**src/rtl/calc_pkg.sv**
```systemverilog
// Shared definitions for the calculator sequencer: state encodings,
// default widths and the saturating operand counter helper.
package calc_pkg;

  localparam int OP_W_DEF  = 8;
  localparam int ACC_W_DEF = 12;
  localparam int CNT_W     = 4;

  localparam logic [CNT_W-1:0] CNT_MAX = '1;

  typedef enum logic [2:0] {
    ST_IDLE  = 3'd0,
    ST_ENTRY = 3'd1,
    ST_ACCUM = 3'd2,
    ST_TOTAL = 3'd3,
    ST_ERR   = 3'd4
  } state_e;

  // Operand count sticks at its maximum instead of wrapping back to zero.
  function automatic logic [CNT_W-1:0] sat_inc(input logic [CNT_W-1:0] c);
    return (c == CNT_MAX) ? c : c + 1'b1;
  endfunction

endpackage

```
**src/rtl/rise_detect.sv**
```systemverilog
// Turns a held button level into a single-cycle event on its first high cycle.
module rise_detect (
  input  logic clk,
  input  logic rst_n,
  input  logic level_i,
  output logic pulse_o
);

  logic hist_q;

  // Remember last cycle's level; cleared in reset so a level already high
  // at reset release still produces one event.
  always_ff @(posedge clk) begin
    if (!rst_n) begin
      hist_q <= 1'b0;
    end else begin
      hist_q <= level_i;
    end
  end

  assign pulse_o = level_i & ~hist_q;

endmodule

```
**src/rtl/calc_sequencer.sv**
```systemverilog
// Calculator sequencer: loads operands, accumulates them with a saturating
// add, produces totals and parks in an error state on decoder conflicts.
module calc_sequencer #(
  parameter int OP_W  = calc_pkg::OP_W_DEF,
  parameter int ACC_W = calc_pkg::ACC_W_DEF
) (
  input  logic                    clk,
  input  logic                    rst_n,
  input  logic                    enterCmd,
  input  logic                    numberCmd,
  input  logic                    totalCmd,
  input  logic                    clearCmd,
  input  logic                    cmdErr,
  input  logic [OP_W-1:0]         numIn,
  output logic [ACC_W-1:0]        display,
  output logic [calc_pkg::CNT_W-1:0] count,
  output logic                    ovf,
  output logic                    errFlag,
  output logic                    totalValid,
  output logic [2:0]              state
);

  import calc_pkg::*;

  // Command levels packed so one edge detector per command can be generated.
  localparam int N_CMD   = 4;
  localparam int IDX_ENT = 0;
  localparam int IDX_NUM = 1;
  localparam int IDX_TOT = 2;
  localparam int IDX_CLR = 3;

  logic [N_CMD-1:0] cmd_lvl;
  logic [N_CMD-1:0] cmd_ev;

  assign cmd_lvl = {clearCmd, totalCmd, numberCmd, enterCmd};

  generate
    for (genvar gi = 0; gi < N_CMD; gi++) begin : g_edge
      rise_detect u_rise (
        .clk     (clk),
        .rst_n   (rst_n),
        .level_i (cmd_lvl[gi]),
        .pulse_o (cmd_ev[gi])
      );
    end
  endgenerate

  logic ent_ev, num_ev, tot_ev, clr_ev;
  assign ent_ev = cmd_ev[IDX_ENT];
  assign num_ev = cmd_ev[IDX_NUM];
  assign tot_ev = cmd_ev[IDX_TOT];
  assign clr_ev = cmd_ev[IDX_CLR];

  state_e             state_q;
  logic [ACC_W-1:0]   acc_q;
  logic [OP_W-1:0]    operand_q;
  logic [CNT_W-1:0]   count_q;
  logic               ovf_q;
  logic [ACC_W-1:0]   display_q;
  logic               err_flag_q;
  logic               total_valid_q;

  // Result of folding the pending operand into the accumulator; shared by
  // the enter path and the total-from-ENTRY path so both add identically.
  logic [ACC_W:0]     sum_d;
  logic [ACC_W-1:0]   acc_add_d;
  logic               ovf_add_d;
  logic [CNT_W-1:0]   count_inc_d;
  logic [ACC_W-1:0]   num_ext_d;

  assign num_ext_d   = ACC_W'(numIn);
  assign sum_d       = {1'b0, acc_q} + {1'b0, ACC_W'(operand_q)};
  assign acc_add_d   = sum_d[ACC_W] ? '1 : sum_d[ACC_W-1:0];
  assign ovf_add_d   = ovf_q | sum_d[ACC_W];
  assign count_inc_d = sat_inc(count_q);

  // Sequencer FSM with all outputs registered: clear beats cmdErr, which
  // beats number/total/enter (taken in that order).
  always_ff @(posedge clk) begin
    if (!rst_n) begin
      state_q       <= ST_IDLE;
      acc_q         <= '0;
      operand_q     <= '0;
      count_q       <= '0;
      ovf_q         <= 1'b0;
      display_q     <= '0;
      err_flag_q    <= 1'b0;
      total_valid_q <= 1'b0;
    end else begin
      total_valid_q <= 1'b0;
      if (clr_ev) begin
        state_q    <= ST_IDLE;
        acc_q      <= '0;
        operand_q  <= '0;
        count_q    <= '0;
        ovf_q      <= 1'b0;
        display_q  <= '0;
        err_flag_q <= 1'b0;
      end else if (cmdErr) begin
        state_q    <= ST_ERR;
        err_flag_q <= 1'b1;
      end else begin
        case (state_q)
          ST_IDLE, ST_ENTRY, ST_ACCUM, ST_TOTAL: begin
            if (num_ev) begin
              if (state_q == ST_TOTAL) begin
                acc_q   <= '0;
                count_q <= '0;
                ovf_q   <= 1'b0;
              end
              operand_q <= numIn;
              display_q <= num_ext_d;
              state_q   <= ST_ENTRY;
            end else if (tot_ev) begin
              if (state_q == ST_ENTRY) begin
                acc_q         <= acc_add_d;
                ovf_q         <= ovf_add_d;
                count_q       <= count_inc_d;
                display_q     <= acc_add_d;
                total_valid_q <= 1'b1;
                state_q       <= ST_TOTAL;
              end else if (state_q == ST_ACCUM) begin
                display_q     <= acc_q;
                total_valid_q <= 1'b1;
                state_q       <= ST_TOTAL;
              end else if (state_q == ST_IDLE) begin
                display_q     <= '0;
                total_valid_q <= 1'b1;
                state_q       <= ST_TOTAL;
              end
            end else if (ent_ev && (state_q == ST_ENTRY)) begin
              acc_q     <= acc_add_d;
              ovf_q     <= ovf_add_d;
              count_q   <= count_inc_d;
              display_q <= acc_add_d;
              state_q   <= ST_ACCUM;
            end
          end
          ST_ERR: begin
            // Held here until a clear event.
          end
          default: begin
            state_q <= ST_IDLE;
          end
        endcase
      end
    end
  end

  assign display    = display_q;
  assign count      = count_q;
  assign ovf        = ovf_q;
  assign errFlag    = err_flag_q;
  assign totalValid = total_valid_q;
  assign state      = state_q;

endmodule
```
**config.mk**
```make
export PLATFORM = sky130hd
export DESIGN_NAME = calc_sequencer
export DESIGN_NICKNAME = d
export VERILOG_FILES = /design/src/rtl/calc_pkg.sv /design/src/rtl/rise_detect.sv /design/src/rtl/calc_sequencer.sv
export SDC_FILE = /design/constraint.sdc
export NUM_CORES = 1
export LEC_CHECK = 0
export CELL_PAD_IN_SITES_DETAIL_PLACEMENT = 1
export CELL_PAD_IN_SITES_GLOBAL_PLACEMENT = 2
export CORE_ASPECT_RATIO = 1.25
export CORE_MARGIN = 4
export CORE_UTILIZATION = 35
export DETAILED_ROUTE_END_ITERATION = 8
export GPL_TIMING_DRIVEN = 1
export PLACE_DENSITY = 0.82
export SLEW_MARGIN = 20
export SYNTH_ARGS = -nofsm -noshare
export SYNTH_HDL_FRONTEND = slang
export SYNTH_SLANG_ARGS = --single-unit
```
**constraint.sdc**
```tcl
create_clock -name clk -period 3.4 [get_ports clk]
set_input_delay 0.68 -clock clk [delete_from_list [all_inputs] [get_ports clk]]
set_output_delay 0.68 -clock clk [all_outputs]
set_load 0.01 [all_outputs]
```
[Yosys cells after proc, flatten, opt, wreduce, memory -nomap -nowiden]
Cells that the tools add are included.
Storage, ports and cells
  bits in registers: 46
  logic and storage cells: 87
  bits of input ports: 15
  output and inout bits: 22
Cells by class
  reductions and logical operators: 12
  multiplexer cells: 33
  bitwise operators: 14
  equal/unequal tests: 13
  $add $sub $neg: 2
Operator list (number)
  12-bit two-way mux: 11
  4-bit two-way mux: 6
  3-bit two-way mux: 7
  12-bit by 8-bit adder with 13-bit output: 1
  1-bit inverter: 9
  3-bit AND reduction: 3
  1-bit two-way mux: 8
  7-bit != test, second input constant: 1
  3-bit by 2-bit == test with 1-bit output, second input constant: 2
  6-bit != test, second input constant: 1
  3-bit one-hot mux with 2 select lines: 1
  6-bit OR reduction: 1
  5-bit by 3-bit != test with 1-bit output, second input constant: 1
  5-bit != test, second input constant: 1
  5-bit AND reduction: 1
  4-bit by 1-bit adder with 4-bit output, second input constant: 1
  1-bit AND: 4
  4-bit == test, second input constant: 1
  2-bit != test, second input constant: 2
  4-bit by 2-bit != test with 1-bit output, second input constant: 1
  4-bit AND reduction: 1
  4-bit OR reduction: 1
  3-bit by 1-bit == test with 1-bit output, second input constant: 1
  3-bit == test, second input constant: 1
  other kinds (7): 7

[Longest topological paths before layout]
  depth in word-level cells: 8
  mapped depth: 8
  depth with buffers taken out: 7

[By module]
A second synthesis with hierarchy kept.
Second synthesis, totals
  cell total of the unflattened synthesis: 294
  area, all modules: 2483.6 um^2
By module, submodules not included
  calc_sequencer: times used 1, sequential area each 840.8 um^2, area each 2323.5 um^2, cells an instance 282
  rise_detect: times used 4, sequential area each 20.0 um^2, area each 40.0 um^2, cells an instance 3

[Worst setup path before layout]
OpenSTA, ideal clock, no wires.
  path kind: flip-flop to flip-flop
  start: register acc_q[0]
  end: register acc_q[11]
  setup time: 119 ps
  required time: 3281 ps
  cell stages (with the launch flop): 8
  buffers on the path: 0
  arrival time: 2049 ps
  slack: 1232 ps
  period minus slack after synthesis: 2168 ps
  path through: dfxtp_1 ha_1 fa_1 a211o_1 a21oi_4 a21oi_1 o31a_1 o221a_1
Between the ends
  word-level cells in the longest chain between the ends: 5
  elaborated cells between the ends (all ways): 6
  those cells by class: 1 x add/sub; 5 x mux
Ends and longest elaborated chain
  from (decl): line calc_sequencer.sv:55  | logic [ACC_W-1:0] acc_q;
  from (signal assigned): line calc_sequencer.sv:82  | acc_q <= '0;
  from (signal assigned): line calc_sequencer.sv:93  | acc_q <= '0;
  from (signal assigned): line calc_sequencer.sv:107  | acc_q <= '0;
  12-bit by 8-bit adder with 13-bit output *: line calc_sequencer.sv:72  | assign sum_d = {1'b0, acc_q} + {1'b0, ACC_W'(operand_q)};
  12-bit two-way mux *: line calc_sequencer.sv:73  | assign acc_add_d = sum_d[ACC_W] ? '1 : sum_d[ACC_W-1:0];
  12-bit two-way mux, on equally long branches: line calc_sequencer.sv:131, calc_sequencer.sv:115
  12-bit two-way mux *: line calc_sequencer.sv:114  | end else if (tot_ev) begin
  12-bit two-way mux *: line calc_sequencer.sv:105  | if (num_ev) begin
Every way passes the cells marked *; elsewhere a longest branch is shown, timed or not. The select of a mux whose other input is x is not followed.
A chain may end at the register's enable or synchronous reset.

[Worst setup path in the final report]
  start: register acc_q[0]
  end: register display_q[7], in the netlist display[7]
Between the ends
  word-level cells in the longest chain between the ends: 5
  elaborated cells between the ends (all ways): 6
  those cells by class: 1 x add/sub; 5 x mux
Ends and longest elaborated chain
  12-bit by 8-bit adder with 13-bit output *: line calc_sequencer.sv:72
  12-bit two-way mux *: line calc_sequencer.sv:73
  12-bit two-way mux, on equally long branches: line calc_sequencer.sv:131, calc_sequencer.sv:115
  12-bit two-way mux *: line calc_sequencer.sv:114
  12-bit two-way mux *: line calc_sequencer.sv:105
  to (signal assigned): line calc_sequencer.sv:112  | display_q <= num_ext_d;
  to (signal assigned): line calc_sequencer.sv:123  | display_q <= acc_q;
  to (decl): line calc_sequencer.sv:59  | logic [ACC_W-1:0] display_q;
Marks and branches as above.

==> results.py <==
metrics = {
    "floorplan": {
        "die-area_um2": 9020,
        "io_pins": 37,
        "core_um2": 7360,
        "die_w_um": 85.8,
        "start_util_pct": 36.0,
        "rows": 35,
        "dieHeight_um": 105,
    },
    "place": {
        "port_buffers": 36,
        "gp_congestion": 0.777,
        "dp_cells": 426,
        "dp_hpwl_mm": 6.03,
        "pre_cts_ws_ps": 626,
    },
    "power_and_ir_drop": {
        "pwr-share-comb_pct": 14.5,
        "p_total_mw": 1.04,
        "intPower_mw": 0.756,
        "power.switching_mw": 0.288,
        "netSwitchingFraction_pct": 27.6,
        "ir_drop_mv": 0.137,
        "p_seq_share_pct": 54.0,
        "p_clk_share_pct": 31.5,
        "power.leakage_nw": 1.19,
        "power_density_nw_per_um2": 330,
    },
    "yosys": {
        "synth.top_cell.area_share_pct": 34.8,
        "ys_warn_count": 0,
        "synth_area_per_cell_um2": 8.65,
        "synth_ff_type": "dfxtp_1",
        "syn_nets": 331,
        "synth_top_area_cell": "dfxtp_1",
        "synthTopCellsByArea": "dfxtp_1 (35%), a21oi_1 (5.3%), nand2_1 (5.0%), ha_1 (4.3%), nor2_1 (3.3%)",
        "synth-seq-area-share_pct": 34.8,
        "synthCells": 306,
        "synthesis.area_um2": 2650,
        "netlist-cell-type-count": 60,
        "async_flop_share_pct": 0,
        "ys_ff_latch": 46,
        "synth_edf_count": 0,
    },
    "drt": {
        "num_vias": 2522,
        "drt_iter0_markers": 135,
        "drc": 0,
        "drt_first_pass_iters": 5,
        "avgRoutedWirePerCell_um": 18.6,
        "ant_nets": 0,
        "viasPerCell": 5.82,
        "routed_wl_mm": 8.04,
    },
    "sta": {
        "finalCritPeriodShare_pct": 74.8,
        "rsz0062_at_grt": "false",
        "fin_ws_ps": 856,
        "slew_viol_final": 0,
        "setup_viol": 0,
        "final.setup.tns_ps": 0,
        "layout_min_cycle_time_ps": 2540,
        "worstMarginPinSlew_ps": 651,
        "finalHoldViolations": 0,
        "clock.fmax_mhz": 393,
        "max_slew_margin_pct": 56.3,
        "fin_skew_ps": 11.8,
    },
    "critical_path": {
        "cp_num_buf_inv": 1,
        "cp_max_fo": 16,
        "worstPathCellList": "ha_1, fa_1, a211o_1, a21oi_4, a211oi_2, buf_4, a31oi_1, o32ai_1",
        "worstSetupPathType": "flop to flop",
        "critical-path-top-delay-family": "compound AO/OA/AOI/OAI gates",
        "crit_start": "acc_q[0]",
        "r2r_start": "acc_q[0]",
        "crit_path_max_incr_delay_ps": 460,
        "cp_data_required_time_ps": 3560,
        "cpMaxStageDelayCell": "fa_1",
        "cp.arrival_ps": 2700,
        "endpoint_kind": "flop",
        "start_kind": "flop",
    },
    "clock_tree": {
        "cts-resized-gates": 0,
        "clock_tree.root_cell": "clkbuf_8",
        "cts.sinks": 46,
        "cts-buffers-inserted": 5,
        "postCtsSetupBuffers": 0,
        "cts_tree": "done",
        "clk_pin_slew_worst_paths_ps": 90,
        "cts_max_level": 2,
        "clk-insertion-delay-late_ps": 300,
        "ctsHoldBuffers": 0,
        "clock_path_buffers": 2,
    },
    "layout": {
        "n_fill_cell": 888,
        "fin_nets": 366,
        "multi_input_area_um2": 1610,
        "seq_area_um2": 921,
        "syn2layout_area_growth_pct": 19.5,
        "drive_above_1_share_pct": 8.21,
        "stdcell_count": 433,
        "diodes": 0,
    },
    "run": {
        "drv_cap": 0,
    },
    "global_routing": {
        "grt_start_max_net_pins": 17,
        "grt_use_total_pct": 18.6,
        "grt_overflow_total": 0,
        "grt_pass1_wl_mm": 13.5,
        "antenna_found_initial": 0,
        "grt_pass1_vias": 2709,
    },
    "min_path": {
        "hold_class": "flop to flop",
        "min_from": "operand_q[4]",
    },
    "run_status": {
        "outcome": "finished, final reports clean",
    },
}
==> power by group through the flow <==
| stage | Combinational (mW) | Clock [mW] | Sequential [mW] |
|---|---|---|---|
| detailed placement | 0.153 | 0 | 0.576 |
| CTS | 0.153 | 0.339 | 0.563 |
| global route | 0.166 | 0.361 | 0.566 |
| global placement | 0.150 | 0 | 0.576 |
| finish | 0.151 | 0.329 | 0.563 |
| floorplan | 0.0851 | 0 | 0.576 |
==> sequential cells by signal, summed over array words and instances, names as in the netlist <==
name / flops
errFlag: 1
g_edge.u_rise.hist_q: 4
display: 12
count: 4
operand_q: 8
acc_q: 12
totalValid: 1
ovf: 1
state: 3
==> layout by cell type (no fill, tap or decap), types with 9 or more instances in the layout <==
cell,instances
dfxtp_1,46
clkdlybuf4s50_1,36
nand2_1,35
a21oi_1,28
nor2_1,23
o21ai_0,17
a21o_1,9
a221oi_1,9
ha_1,9
buf_4,9
==> cell type report <==
class / instances / area share [%]
Timing Repair Buffer: 45 / 13.5
Inverter: 3 / 0.356
Clock inverter: 2 / 0.316
Multi-Input combinational cell: 240 / 50.9
Sequential cell: 46 / 29.1
Tap cell: 92 / 3.64
Clock buffer: 5 / 2.18
==> worst paths after layout <==
path                            cells after the start           end  slack [ps]
worst max-delay path                                8    display[7]         860
worst min-delay path                                2  operand_q[4]         470
worst max register to register                      8    display[7]         860
worst min register to register                      2  operand_q[4]         470
==> cell families after synthesis <==
| kind of cell | Yosys count | synth area share [%] |
|---|---|---|
| compound gates | 120 | 33.8 |
| simple gates | 103 | 19.6 |
| flops | 46 | 34.8 |
| buf+inv | 20 | 4.40 |
| fa+ha+maj | 10 | 5.01 |
| xor+xnor | 5 | 1.65 |
| mux | 2 | 0.757 |
==> stage by stage <==
| step | cell area (µm²) | hold slack, ps | util, % |
|---|---|---|---|
| global route | 3160 | 503 | 43.0 |
| CTS | 3160 | 478 | 43.0 |
| global placement | 3080 | 453 | 41.9 |
| floorplan | 2650 | 440 | - |
| detailed placement | 3080 | 464 | 41.9 |
| finish | 3160 | 474 | 43.0 |
==> cell usage after synthesis, drive strengths merged (7+ instances only) <==
| cell | instances |
|---|---|
| nand2b | 7 |
| buf | 12 |
| dfxtp | 46 |
| a21oi | 31 |
| nor2 | 23 |
| nand2 | 36 |
| a21o | 9 |
| o21ai | 18 |
| and2 | 7 |
| a221oi | 9 |
| ha | 9 |
| a211oi | 8 |
| nand3 | 8 |
==> routing by layer <==
metal / up-vias / track usage, % / routed length [µm]
met2: 49 / 30.7 / 3910
li1: 1228 / - / -
met1: 1230 / 24.1 / 3720
met4: 0 / 6.56 / 163
met5: - / 0 / 0
met3: 15 / 3.36 / 249
==> worst reg2reg max path: cells and delay by family (launching register included) <==
| kind | cells | cell delay [ps] |
|---|---|---|
| fa+ha+maj | 2 | 710 |
| buf+inv | 1 | 220 |
| compound gates | 5 | 1140 |
| flops | 1 | 340 |
(Power assumes the default switching activity.)
